--- src/rtl/pipeline_arb_pkg.sv ---
// Shared definitions for the IF/MEM single-port memory arbiter:
// FSM state encodings, grant owner constants and default bus widths.
package pipeline_arb_pkg;

    localparam int ADDR_W_DEF = 32;
    localparam int DATA_W_DEF = 32;

    typedef enum logic [1:0] {
        IDLE     = 2'd0,
        BUSY_IF  = 2'd1,
        BUSY_MEM = 2'd2,
        RESP     = 2'd3
    } arb_state_t;

    typedef enum logic {
        GRANT_IF  = 1'b0,
        GRANT_MEM = 1'b1
    } grant_t;

endpackage

--- src/rtl/arb_timeout_ctr.sv ---
// Loadable up-counter with clear, enable and a terminal-count flag.
// The arbiter uses it as the watchdog for unacknowledged memory accesses.
module arb_timeout_ctr #(
    parameter int W = 4
) (
    input  logic         clk,
    input  logic         rst,
    input  logic         clr,
    input  logic         load,
    input  logic [W-1:0] load_val,
    input  logic         en,
    input  logic [W-1:0] term_val,
    output logic         tc
);

    logic [W-1:0] cnt_r;

    // Counter register: clear has priority over load, load over count.
    always_ff @(posedge clk or posedge rst) begin
        if (rst) begin
            cnt_r <= {W{1'b0}};
        end else if (clr) begin
            cnt_r <= {W{1'b0}};
        end else if (load) begin
            cnt_r <= load_val;
        end else if (en) begin
            cnt_r <= cnt_r + W'(1);
        end
    end

    assign tc = (cnt_r == term_val);

endmodule

--- src/rtl/pipeline_mem_arbiter.sv ---
// Arbiter sharing one single-port memory between the IF and MEM pipeline
// stages. MEM wins ties, limited to MEM_BURST consecutive grants while a
// fetch waits. A watchdog aborts accesses the memory never acknowledges.
// Optional wait-cycle performance counters: define MEM_ARB_PERF_CNT_EN.
module pipeline_mem_arbiter
    import pipeline_arb_pkg::*;
#(
    parameter int ADDR_W         = ADDR_W_DEF,
    parameter int DATA_W         = DATA_W_DEF,
    parameter int MEM_BURST      = 2,
    parameter int TIMEOUT_CYCLES = 15
) (
    input  logic              clk,
    input  logic              rst,
    input  logic              if_req,
    input  logic [ADDR_W-1:0] if_addr,
    output logic [DATA_W-1:0] if_rdata,
    output logic              if_ready,
    output logic              if_err,
    input  logic              mem_req,
    input  logic              mem_we,
    input  logic [ADDR_W-1:0] mem_addr,
    input  logic [DATA_W-1:0] mem_wdata,
    output logic [DATA_W-1:0] mem_rdata,
    output logic              mem_ready,
    output logic              mem_err,
    output logic              ram_req,
    output logic              ram_we,
    output logic [ADDR_W-1:0] ram_addr,
    output logic [DATA_W-1:0] ram_wdata,
    input  logic [DATA_W-1:0] ram_rdata,
    input  logic              ram_ack,
    output logic [31:0]       if_wait_cnt,
    output logic [31:0]       mem_wait_cnt
);

    localparam int BURST_W = (MEM_BURST < 1) ? 1 : $clog2(MEM_BURST + 1);
    localparam logic [BURST_W-1:0] BURST_MAX = BURST_W'(MEM_BURST);
    localparam int TO_W = (TIMEOUT_CYCLES < 2) ? 1 : $clog2(TIMEOUT_CYCLES);
    localparam logic [TO_W-1:0] TO_TERM = TO_W'(TIMEOUT_CYCLES - 1);

    arb_state_t        state_r, state_nx_s;
    grant_t            owner_r;
    logic [BURST_W-1:0] burst_r;
    logic              grant_if_s, grant_mem_s, grant_s;
    logic              done_ok_s, done_to_s, done_s, busy_s, to_tc_s;
    logic [DATA_W-1:0] rdata_s;

    logic              ram_req_r, ram_we_r;
    logic [ADDR_W-1:0] ram_addr_r;
    logic [DATA_W-1:0] ram_wdata_r;
    logic [DATA_W-1:0] if_rdata_r, mem_rdata_r;
    logic              if_ready_r, mem_ready_r, if_err_r, mem_err_r;

    assign busy_s  = (state_r == BUSY_IF) || (state_r == BUSY_MEM);
    assign grant_s = grant_if_s | grant_mem_s;
    assign done_s  = done_ok_s | done_to_s;

    // Watchdog: restarts on every grant, counts cycles spent waiting for ack.
    arb_timeout_ctr #(.W(TO_W)) u_wdog (
        .clk      (clk),
        .rst      (rst),
        .clr      (grant_s),
        .load     (1'b0),
        .load_val ({TO_W{1'b0}}),
        .en       (busy_s),
        .term_val (TO_TERM),
        .tc       (to_tc_s)
    );

    // FSM state register.
    always_ff @(posedge clk or posedge rst) begin
        if (rst) begin
            state_r <= IDLE;
        end else begin
            state_r <= state_nx_s;
        end
    end

    // Next-state logic: grant selection, completion and watchdog abort.
    always_comb begin
        state_nx_s  = state_r;
        grant_if_s  = 1'b0;
        grant_mem_s = 1'b0;
        done_ok_s   = 1'b0;
        done_to_s   = 1'b0;
        case (state_r)
            IDLE: begin
                if (mem_req && !(if_req && (burst_r == BURST_MAX))) begin
                    grant_mem_s = 1'b1;
                    state_nx_s  = BUSY_MEM;
                end else if (if_req) begin
                    grant_if_s = 1'b1;
                    state_nx_s = BUSY_IF;
                end else begin
                    state_nx_s = IDLE;
                end
            end
            BUSY_IF, BUSY_MEM: begin
                // An ack in the watchdog's terminal cycle still counts as success.
                if (ram_ack) begin
                    done_ok_s  = 1'b1;
                    state_nx_s = RESP;
                end else if (to_tc_s) begin
                    done_to_s  = 1'b1;
                    state_nx_s = RESP;
                end else begin
                    state_nx_s = state_r;
                end
            end
            RESP: begin
                state_nx_s = IDLE;
            end
            default: begin
                state_nx_s = IDLE;
            end
        endcase
    end

    // Data returned to the owner: stores and aborted accesses return zero.
    always_comb begin
        if (done_ok_s && !ram_we_r) begin
            rdata_s = ram_rdata;
        end else begin
            rdata_s = {DATA_W{1'b0}};
        end
    end

    // Registered memory port, burst counter and per-requester responses.
    always_ff @(posedge clk or posedge rst) begin
        if (rst) begin
            ram_req_r   <= 1'b0;
            ram_we_r    <= 1'b0;
            ram_addr_r  <= {ADDR_W{1'b0}};
            ram_wdata_r <= {DATA_W{1'b0}};
            owner_r     <= GRANT_IF;
            burst_r     <= {BURST_W{1'b0}};
            if_rdata_r  <= {DATA_W{1'b0}};
            mem_rdata_r <= {DATA_W{1'b0}};
            if_ready_r  <= 1'b0;
            mem_ready_r <= 1'b0;
            if_err_r    <= 1'b0;
            mem_err_r   <= 1'b0;
        end else begin
            if_ready_r  <= 1'b0;
            mem_ready_r <= 1'b0;
            if (grant_mem_s) begin
                ram_req_r   <= 1'b1;
                ram_we_r    <= mem_we;
                ram_addr_r  <= mem_addr;
                ram_wdata_r <= mem_wdata;
                owner_r     <= GRANT_MEM;
                if (if_req) begin
                    if (burst_r != BURST_MAX) begin
                        burst_r <= burst_r + BURST_W'(1);
                    end
                end else begin
                    burst_r <= {BURST_W{1'b0}};
                end
            end else if (grant_if_s) begin
                ram_req_r   <= 1'b1;
                ram_we_r    <= 1'b0;
                ram_addr_r  <= if_addr;
                ram_wdata_r <= {DATA_W{1'b0}};
                owner_r     <= GRANT_IF;
                burst_r     <= {BURST_W{1'b0}};
            end else if (done_s) begin
                ram_req_r <= 1'b0;
                if (owner_r == GRANT_MEM) begin
                    mem_ready_r <= 1'b1;
                    mem_rdata_r <= rdata_s;
                    mem_err_r   <= done_to_s;
                end else begin
                    if_ready_r <= 1'b1;
                    if_rdata_r <= rdata_s;
                    if_err_r   <= done_to_s;
                end
            end
        end
    end

    assign ram_req   = ram_req_r;
    assign ram_we    = ram_we_r;
    assign ram_addr  = ram_addr_r;
    assign ram_wdata = ram_wdata_r;
    assign if_rdata  = if_rdata_r;
    assign if_ready  = if_ready_r;
    assign if_err    = if_err_r;
    assign mem_rdata = mem_rdata_r;
    assign mem_ready = mem_ready_r;
    assign mem_err   = mem_err_r;

`ifdef MEM_ARB_PERF_CNT_EN
    logic [31:0] if_wait_r, mem_wait_r;

    // Stall-cycle counters: a stage waits while its req is high and ready low.
    always_ff @(posedge clk or posedge rst) begin
        if (rst) begin
            if_wait_r  <= 32'd0;
            mem_wait_r <= 32'd0;
        end else begin
            if (if_req && !if_ready_r) begin
                if_wait_r <= if_wait_r + 32'd1;
            end
            if (mem_req && !mem_ready_r) begin
                mem_wait_r <= mem_wait_r + 32'd1;
            end
        end
    end

    assign if_wait_cnt  = if_wait_r;
    assign mem_wait_cnt = mem_wait_r;
`else
    assign if_wait_cnt  = 32'd0;
    assign mem_wait_cnt = 32'd0;
`endif

endmodule

--- config.mk ---
export PLATFORM = sky130hd
export DESIGN_NAME = pipeline_mem_arbiter
export DESIGN_NICKNAME = d
export VERILOG_FILES = /design/src/rtl/pipeline_arb_pkg.sv /design/src/rtl/arb_timeout_ctr.sv /design/src/rtl/pipeline_mem_arbiter.sv
export SDC_FILE = /design/constraint.sdc
export NUM_CORES = 1
export LEC_CHECK = 0
export CORE_UTILIZATION = 42
export DETAILED_ROUTE_END_ITERATION = 7
export PLACE_DENSITY = 0.83
export SLEW_MARGIN = 0
export SYNTH_ARGS = -nofsm -noshare
export SYNTH_HDL_FRONTEND = slang
export SYNTH_SLANG_ARGS = --single-unit
--- constraint.sdc ---
create_clock -name clk -period 14.99 [get_ports clk]
set_input_delay 2.998 -clock clk [delete_from_list [all_inputs] [get_ports clk]]
set_output_delay 2.998 -clock clk [all_outputs]
set_load 0.03 [all_outputs]
# Word-level counts from Yosys, hierarchy flattened
# Cells that the tools add are included.
# Widths: inputs -> output; s select.
dict set report totals {
  in_bits 134
  ramBits 0
  ff_bits 143
  rom_bits 0
  latchBits 0
  n_memories 0
}
dict set report op_classes {
  add_sub_neg 2
  n_bitwise 5
  magnitude_cmp 0
  muxes 40
  div_mod_pow 0
  n_eq_ne 8
  shift 0
  multipliers 0
  reduce_logical 14
}
# cell count
set ops {}
lappend ops {{$mux 32} 5}
lappend ops {{$mux 1} 25}
lappend ops {{$mux 2} 7}
lappend ops {{$mux 4} 2}
lappend ops {{$reduce_and 4->1} 2}
lappend ops {{$eq 2x2->1 const B} 3}
lappend ops {{$pmux 2 s3} 1}
lappend ops {{$add 4x1->4 const B} 1}
lappend ops {{$eq 4x4->1 const B} 1}
lappend ops {{$reduce_bool 2->1} 2}
lappend ops {{$logic_and 1x1->1} 3}
lappend ops {{$ne 3x2->1 const B} 1}
lappend ops {{$ne 3x3->1 const B} 1}
lappend ops {{$not 1->1} 3}
lappend ops {{$reduce_bool 3->1} 1}
lappend ops {{$add 2x1->2 const B} 1}
lappend ops {{$eq 2x1->1 const B} 1}
lappend ops {{$logic_not 1->1} 2}
lappend ops {{$logic_not 2->1} 1}
lappend ops {{$ne 2x2->1 const B} 1}
lappend ops {{$or 1x1->1} 2}
lappend ops {{$reduce_and 2->1} 1}
lappend ops {{$reduce_or 2->1} 1}
lappend ops {{$logic_or 1x1->1} 1}

# Longest topological paths before layout
dict set report depth {
  word_depth 8
  mapped_depth 8
  mapped_depth_nobuf 5
}

# Hierarchy
# From an unflattened synthesis, not the netlist that was laid out.
dict set report hier_totals {
  cells_unflattened 492
  hier_area_um2 6465.0
}
# module cells_per_inst instances area_per_inst_um2 seq_area_each_um2
set by_module_without_submodules {}
lappend by_module_without_submodules {pipeline_mem_arbiter 464 1 6194.7 3478.3}
lappend by_module_without_submodules {arb_timeout_ctr 28 1 270.3 100.1}

# Worst setup path after synthesis
# Ideal clock, no wire load.
dict set report synth_path {
  path_kind {input-to-reg}
  start {input mem_req}
  end {register mem_rdata_r[19] (netlist: mem_rdata[19])}
  arrival_time_ns 4.066
  cell_stages 4
  t_required_ns 14.865
  setup_slack_ns 10.799
  setup_time_ns 0.125
  path_cell_list {o21a_2 nor3_4 buf_6 mux2_2}
}
dict set report synth_between {
  elab_chain_len 5
  elab_cells_between_ends 8
  classes_between {mux (4); bitwise (2); reduce/logical (2)}
}
# item line_no
set synth_rtl {}
lappend synth_rtl {{start: declaration} pipeline_mem_arbiter.sv:20} ;# input logic mem_req,
lappend synth_rtl {{$logic_and 1x1->1 (*)} pipeline_mem_arbiter.sv:89} ;# if (mem_req && !(if_req && (burst_r == BURST_MAX))) begin
lappend synth_rtl {{$mux 1} pipeline_mem_arbiter.sv:89}
lappend synth_rtl {{$mux 1} pipeline_mem_arbiter.sv:87} ;# case (state_r)
lappend synth_rtl {{$not 1->1 (no source line)} n/a}
lappend synth_rtl {{$reduce_and 4->1 (no source line) (*)} n/a}
lappend synth_rtl {{end signal: assignment} pipeline_mem_arbiter.sv:139} ;# mem_rdata_r <= {DATA_W{1'b0}};
lappend synth_rtl {{end signal: assignment} pipeline_mem_arbiter.sv:171} ;# mem_rdata_r <= rdata_s;
lappend synth_rtl {{end: declaration} pipeline_mem_arbiter.sv:52} ;# logic [DATA_W-1:0] if_rdata_r, mem_rdata_r;
# Mark *: on every way between the ends. The rest lies on a longest branch, timed or not.
# A chain may end at the register's enable or synchronous reset.

# Final worst setup path
dict set report layout_path {
  start {input if_req}
  end {register ram_addr_r[26] (netlist: ram_addr[26])}
}
dict set report layout_between {
  elab_chain_len 6
  elab_cells_between_ends 10
  classes_between {mux (6); reduce/logical (4)}
}
# item line_no
set layout_rtl {}
lappend layout_rtl {{start: declaration} pipeline_mem_arbiter.sv:15} ;# input logic if_req,
lappend layout_rtl {{$logic_and 1x1->1} pipeline_mem_arbiter.sv:89}
lappend layout_rtl {{$logic_not 1->1} pipeline_mem_arbiter.sv:89}
lappend layout_rtl {{$logic_and 1x1->1} pipeline_mem_arbiter.sv:89}
lappend layout_rtl {{$mux 1} pipeline_mem_arbiter.sv:89}
lappend layout_rtl {{$mux 1} pipeline_mem_arbiter.sv:87}
lappend layout_rtl {{$mux 32 / $reduce_bool 2->1 (equally long branches)} n/a}
lappend layout_rtl {{end signal: assignment} pipeline_mem_arbiter.sv:134} ;# ram_addr_r <= {ADDR_W{1'b0}};
lappend layout_rtl {{end signal: assignment} pipeline_mem_arbiter.sv:150} ;# ram_addr_r <= mem_addr;
lappend layout_rtl {{end signal: assignment} pipeline_mem_arbiter.sv:163} ;# ram_addr_r <= if_addr;
lappend layout_rtl {{end: declaration} pipeline_mem_arbiter.sv:50} ;# logic [ADDR_W-1:0] ram_addr_r;
# Several ways; a longest one is shown, not always the timed one.

==> results.cfg <==
[clocking]
cts_resized = 0
clock-root-buffer = clkbuf_16
clock_path_buffers = 2
cts_tree = done
cts.sinks = 143
clkLatencyLatePin_ns = 0.42
numCtsBuffers = 17
clk_pin_slew_worst_paths_ns = 0.06
cts_hold_buf = 0
postCtsSetupBuffers = 0
cts_max_level = 4

[sta]
whs_ns = 0.483
tightestPinTransition_ns = 1.04
hold_violations = 0
post-route-min-period_ns = 4.73
setup_violations = 0
rsz0062_at_grt = false
slew_violations = 0
slew_headroom = 0.308
post-route-period-util = 0.316
setup_tns_ns = 0
clock-skew-final_ns = 0.0120
fmax_ghz = 0.211

[critical_path]
crit_required_ns = 15.29
timing.rr.start = state_r[0]
cp-end-kind = register
arrival_ns = 5.03
crit_type = in -> reg
startpoint = if_req
cp-start-kind = primary input
cp_slowest_stage_delay_ns = 0.72
cpMaxStageDelayCell = buf_4
path_cells = clkdlybuf4s50_1, nand2_1, nand3_4, buf_4, mux2_2
crit_fanout = 67

[final_layout]
nNetsFinal = 947
insertedDiodeCount = 0
syn_to_final_growth_pct = 47.1
final_cell_area_um2 = 9990
drive_gt1_frac = 0.172
n_fill_cell = 1253
final_core_util = 0.631

[floorplanning]
fp.coreArea_um2 = 15800
die_w_um = 129
io_pins = 332
initial_core_util = 0.429
die_y_um = 129
dieArea_um2 = 16700
rows = 46

[yosys]
syn_area_per_cell_um2 = 12.5
synthMuxAreaShare = 0.261
synth_top_family_by_area = multiplexers
ys_ff_latch = 143
synthDistinctLibCells = 33
synth_area_um2 = 6790
syn_inst = 544
synth_area_leaders = dfrtp_1, mux2_2, buf_4, mux2i_1, mux2_1
synth_edf_count = 0
yosys.area_share.adder = 0.00737
yosys_most_used_dff = dfrtp_1
netlist.area_leader.share = 0.527
synth_area_leader_cell = dfrtp_1
yosys.area_share.simple = 0.0645
yosysWarnings = 0
async_flop_share = 1.00
synth_compound_area_frac = 0.0175
yosysSeqAreaShare = 0.527
yosys.area_share.xor_xnor = 0.00387

[placement]
dp.final_hpwl_mm = 11.2
post_dp_cell_area_um2 = 9380
io_buffers = 267
place.gp.congestion = 0.716

[power_and_ir_drop]
leakage_nw = 4.78
vdd_ir_drop_max_uv = 131
power_density_nw_per_um2 = 210

[global_routing]
track_usage = 0.191
grt_pass1_wl_mm = 24.3
grt_pass1_vias = 4731
gr-total-overflow = 0
grt_max_degree = 81
antenna_found_initial = 0

[drt]
drc_errors = 0
wl_mm = 15.7
ant_nets = 0
viasPerCell = 4.51
first_pass_iters = 4
wl_per_cell_um = 15.2
vias = 4682
drt_iter0_markers = 178

[job]
drv_cap = 0

[min_path]
worstHoldStart = if_rdata[28]
hp-class = reg -> reg

[run_status]
status = finished clean
critical path: cells and delay by family:
family / cells / cell delay, ns
buffers and inverters: 2 / 1.29
muxes: 1 / 0.42
and+or+nand+nor: 2 / 0.21
stage by stage:
step | worst slack (ns) | cells | power (mW)
after detailed placement | 9.83 | 1006 | 1.68
after floorplan | 8.15 | 607 | 1.29
after global placement | 9.85 | 1006 | 1.65
after global routing | 10.18 | 1038 | 2.22
final | 10.26 | 1038 | 2.10
after CTS | 10.28 | 1038 | 2.13
cells in the mapped netlist (3+ instances only):
library cell and count:
a31oi_1 3, and2_1 32, buf_2 9, buf_4 64, buf_6 9, clkbuf_1 7
dfrtp_1 143, ha_1 4, inv_1 41, mux2_1 29, mux2_2 99, mux2i_1 33
nand2_1 39, nor2_1 5, o21ai_0 5
routing by layer:
metal  up-vias  wire length (um)  track usage
li1       2216                 -            -
met1      2233              5830        0.207
met2       208              8040        0.331
met3        25              1590       0.0801
met4         0               289       0.0740
met5         -                 0            0
power breakdown:
part | internal [mW] | switching, mW
Combinational | 0.469 | 0.575
Clock | 0.279 | 0.164
Sequential | 0.537 | 0.0788
Total | 1.28 | 0.818
area by class of cell:
type / instances / area [um^2] / share of cell area
timing repair buffer: 272 / 2710 / 0.271
clock buffer: 19 / 433 / 0.0433
clock inverter: 13 / 186 / 0.0187
multi-input combinational: 334 / 2660 / 0.266
tap: 216 / 270 / 0.0270
sequential: 143 / 3580 / 0.358
inverter: 41 / 159 / 0.0159
logic make-up (layout without fill, tap and decap cells):
group           count (synthesis)  in the layout
simple gates                   85             85
other cells                     1             64
compound gates                 17             17
mux                           161            161
buf+inv                       130            345
flops                         143            143
fa+ha+maj                       4              4
xor+xnor                        3              3
worst paths after layout:
check | cells after the start | slack [ns] | to
setup reg to reg | 5 | 12.59 | mem_rdata[18]
max in group asynchronous | 3 | 10.54 | ram_wdata[15]
hold / removal | 1 | 0.48 | if_rdata[28]
min in group asynchronous | 2 | 3.03 | burst_r[1]
hold reg to reg | 1 | 0.48 | if_rdata[28]
setup / recovery | 5 | 10.26 | ram_addr[26]
flip-flops by register name (all words and copies together), names as in the netlist:
name and count:
burst_r 2, if_err 1, if_rdata 32, if_ready 1, mem_err 1, mem_rdata 32
mem_ready 1, owner_r 1, ram_addr 32, ram_req 1, ram_wdata 32, ram_we 1
state_r 2, u_wdog.cnt_r 4
placed cells by master (no fill, tap or decap), types with 2 or more instances in the layout:
cell type,count
clkdlybuf4s50_1,267
conb_1,64
clkinv_2,3
and4_1,2
clkbuf_16,17
mux2_2,99
mux2i_1,33
and2_1,32
mux2_1,29
clkbuf_1,2
bufinv_16,4
inv_1,40
inv_6,3
o21ai_0,5
a31oi_1,3
a211oi_1,2
nor2_1,5
dfrtp_1,143
clkinv_4,3
ha_1,4
nand2_1,39
xor2_1,2
buf_4,5
a41oi_1,2
Power figures use the tool's default switching activity.
==> RTL change 1, RTL diff (same flow settings) <==
Build with the macro `MEM_ARB_PERF_CNT_EN` defined.
--- a/src/rtl/pipeline_mem_arbiter.sv
+++ b/src/rtl/pipeline_mem_arbiter.sv
@@ -2,6 +2,8 @@
 // stages. MEM wins ties, limited to MEM_BURST consecutive grants while a
 // fetch waits. A watchdog aborts accesses the memory never acknowledges.
 // Optional wait-cycle performance counters: define MEM_ARB_PERF_CNT_EN.
+`define MEM_ARB_PERF_CNT_EN
+
 module pipeline_mem_arbiter
     import pipeline_arb_pkg::*;
 #(
Formal check against the unedited RTL: not equivalent (a bounded check fails within 4 cycles, from zero or initial values and one cycle with rst high).
==> RTL change 1 against the unedited design <==
- power is 27% higher
- sequential cell count increased by 64
- design area up 28%
- critical path type unchanged
- highest routed layer unchanged
- wire length grew 50%
- worst setup slack worse by 0.28 ns
- synthesized area is 25% higher
- first-iteration DRC count up 97%
==> RTL change 1: results (changes against the unedited design) <==
Status - finished, final reports clean
Synth cell types - 45 (+36%)
Largest net degree at the start of global routing - 144 (+78%)
Sequential share of cell area - 40.4% (+4.6 points)
Non-clock inverters - 14 (-66%)
Setup slack at placement - 9.52 ns (-0.309 ns)
Minimum hold slack - 0.477 ns (-0.00663 ns)
DIE WIDTH - 144 um (+12%)
Multi-input logic area - 0.00308 sq mm (+16%)
Total CTS buffers - 23 (+6)
CP startpoint - mem_req
Hold path start - if_wait_cnt[31]
Worst endpoint data arrival time - 5.41 ns (+0.38 ns)
Number of global-route vias before repair - 7362 (+56%)
Placed cell area - 0.0120 sq mm (+28%)
CP max FO - 65 (-3.0%)
Layout cells sized above 1 - 5.24% (-12 points)
Clock sinks - 207 (+45%)
Worst Max-Slew Pin Slew - 1.01 ns (-0.0267 ns)
Multi-input gate count - 527 (+58%)
R2r startpoint - burst_r[0]
Leak pwr - 0.00551 uW (+15%)
CP max stage cell - clkdlybuf4s50_1
Initial antenna violation count - 1 (+1)
Mux cell area share after synthesis - 0.251% (-26 points)
Final wirelength - 23600 um (+50%)
H-tree depth - 1 (-3)
Adder-Cell Fraction of Synth Area - 1.03% (+0.30 points)
Number of fill cells - 1575 (+26%)
Initial DRC count - 351 (+97%)
Reg2reg end - ram_addr[19]
Compound-Gate Fraction of Synth Area - 12.8% (+11 points)
R2R cell count - 7 (+2)
Synth area leaders - dfrtp_1 61%, nand2_1 7.1%, o21ai_0 5.8%
DP Wirelength - 16100 um (+44%)
Xor and xnor fraction of the mapped netlist area - 6.71% (+6.3 points)
Max stage delay on crit path - 0.66 ns (-0.06 ns)
Clk tree area frac - 6.26% (+0.064 points)
GRT Util Overall - 23.1% (+4.0 points)
Non-clock buffers - 336 (+24%)
Signal buf overhead - 26.2% (-0.96 points)
==> RTL change 1: layer usage <==
layer  track usage [%]  routed length, um  vias up
li1                  -                  -     3385
met1              27.9               9170     3432
met2              38.4              11500      282
met3              6.32               1860       77
met4              10.8               1130        0
met5                 0                  0        -
==> RTL change 1: worst max path at each step <==
stage | slack (ns) | depth (start not counted) | to
2_1_floorplan | 6.34 | 1 | burst_r[0]
3_3_place_gp | 9.60 | 7 | mem_rdata[21]
3_5_place_dp | 9.52 | 6 | ram_addr[19]
4_1_cts | 10.01 | 6 | ram_addr[19]
5_1_grt | 9.77 | 7 | mem_rdata[5]
6_report | 9.98 | 6 | ram_addr[19]
==> RTL change 1: power by group through the flow <==
stage	logic, uW	clock network (uW)	registers (uW)
after floorplan	327	0	1230
after global placement	1170	0	887
after detailed placement	1200	0	890
after CTS	1200	604	888
after global routing	1280	626	914
final	1190	589	888
==> RTL change 2, RTL diff (same flow settings) <==
Made on the original files. The 4 states of `arb_state_t` get a one-hot encoding in 4 bits.
--- a/src/rtl/pipeline_arb_pkg.sv
+++ b/src/rtl/pipeline_arb_pkg.sv
@@ -5,11 +5,11 @@
     localparam int ADDR_W_DEF = 32;
     localparam int DATA_W_DEF = 32;
 
-    typedef enum logic [1:0] {
-        IDLE     = 2'd0,
-        BUSY_IF  = 2'd1,
-        BUSY_MEM = 2'd2,
-        RESP     = 2'd3
+    typedef enum logic [3:0] {
+        IDLE     = 4'b0001,
+        BUSY_IF  = 4'b0010,
+        BUSY_MEM = 4'b0100,
+        RESP     = 4'b1000
     } arb_state_t;
 
     typedef enum logic {
Function: no difference found for any inputs over 4 cycles, from zero or initial values and one cycle with rst high; so few cycles prove little.
==> RTL change 2 against the unedited design <==
- die area decreased by 1.6%
- global-route usage increased by 3.0 points
- design area decreased by 1.8%
- worst setup slack got worse by 0.44 ns
- synthesized cell count increased by 4.6%
- synthesized area decreased by 1.6%
- power decreased by 7.7%
- critical path depth decreased by 1
- worst hold slack got worse by 0.0021 ns
- sequential cell count increased by 2
- wire length increased by 15%
- register-to-register slack got worse by 0.15 ns
- highest routed layer unchanged
==> RTL change 2: results (changes against the unedited design) <==
Commonest cells post-synth - 144 x dfrtp_1, 67 x buf_4, 58 x mux2_2
Via Count - 5302 (+13%)
Worst Setup Slack, final - 9.82 ns (-0.435 ns)
Max Clock Skew - 0.0108 ns (-0.00125 ns)
Relative slew margins - 22.6% (-8.2 points)
Met1 WL - 7250 um (+24%)
Comb. pwr - 909 uW (-13%)
CP max FO - 35 (-48%)
Max stage delay on crit path - 0.84 ns (+0.12 ns)
Synth cell types - 41 (+24%)
Synth area leaders - dfrtp_1 54%, mux2_2 9.8%, buf_4 7.5%
Register area share after synthesis - 54.3% (+1.6 points)
Multi-input combinational area share - 26.0% (-0.54 points)
Status - finished, final reports clean
R2r setup slk - 12.44 ns (-0.15 ns)
Non-clock inverters - 5 (-88%)
Signal buf overhead - 27.8% (+0.73 points)
Multi-input gate count - 373 (+12%)
Clock sinks - 145 (+1.4%)
Met2 Use GR - 36.8% (+3.7 points)
Met3 Wirelength - 1350 um (-15%)
Clk tree area frac - 6.18% (-0.013 points)
Number of fill cells - 1219 (-2.7%)
First-pass GRT wire length - 27900 um (+15%)
Net Sw Frac - 41.0% (+2.1 points)
Worst endpoint data arrival time - 5.46 ns (+0.43 ns)
Metal2 WL - 9080 um (+13%)
## RTL change 2: cell types whose count changed in the layout (fill, tap and decap cells not counted), sizes merged, moves of 3 or more
cell / before / now
o21ai: 6 / 38
buf: 5 / 8
nand2: 40 / 1
and2: 32 / 0
inv: 43 / 8
a31oi: 3 / 35
mux2i: 33 / 2
nand3: 1 / 36
and3: 1 / 33
clkinv: 6 / 3
mux2: 128 / 64
a22o: 0 / 33
a21oi: 0 / 35
## RTL change 2: path summary, 6_finish.rpt
| kind | startpoint | end |
|---|---|---|
| min in group asynchronous | rst | ram_wdata[13] |
| hold / removal | burst_r[0] | burst_r[0] |
| setup reg to reg | state_r[0] | ram_addr[12] |
| max in group asynchronous | rst | mem_rdata[29] |
| hold reg to reg | burst_r[0] | burst_r[0] |
| setup / recovery | if_req | ram_wdata[23] |
## RTL change 2: cells by family (layout without fill, tap and decap cells)
| logic type | count (synthesis) | count (layout) | synth area share (%) |
|---|---|---|---|
| adders and majority gates | 3 | 3 | 0.562 |
| and+or+nand+nor | 88 | 88 | 8.22 |
| buffers and inverters | 114 | 310 | 11.3 |
| DFF | 145 | 145 | 54.3 |
| muxes | 66 | 66 | 11.1 |
| xor gates and xnor gates | 2 | 2 | 0.262 |
| other | 1 | 64 | 0.0561 |
| AOI/OAI and AO/OA | 150 | 150 | 14.2 |
## RTL change 2: worst max-delay path: cells and delay by family
| family | cells | cell delay (ns) |
|---|---|---|
| buf+inv | 1 | 0.58 |
| compound gates | 1 | 0.44 |
| simple gates | 2 | 1.43 |
## RTL change 2: through the flow
stage,instance area [sq um],hold slack [ns]
floorplan,6920,0.439
global placement,9210,0.463
detailed placement,9210,0.467
CTS,9810,0.479
global route,9810,0.505
finish,9810,0.481
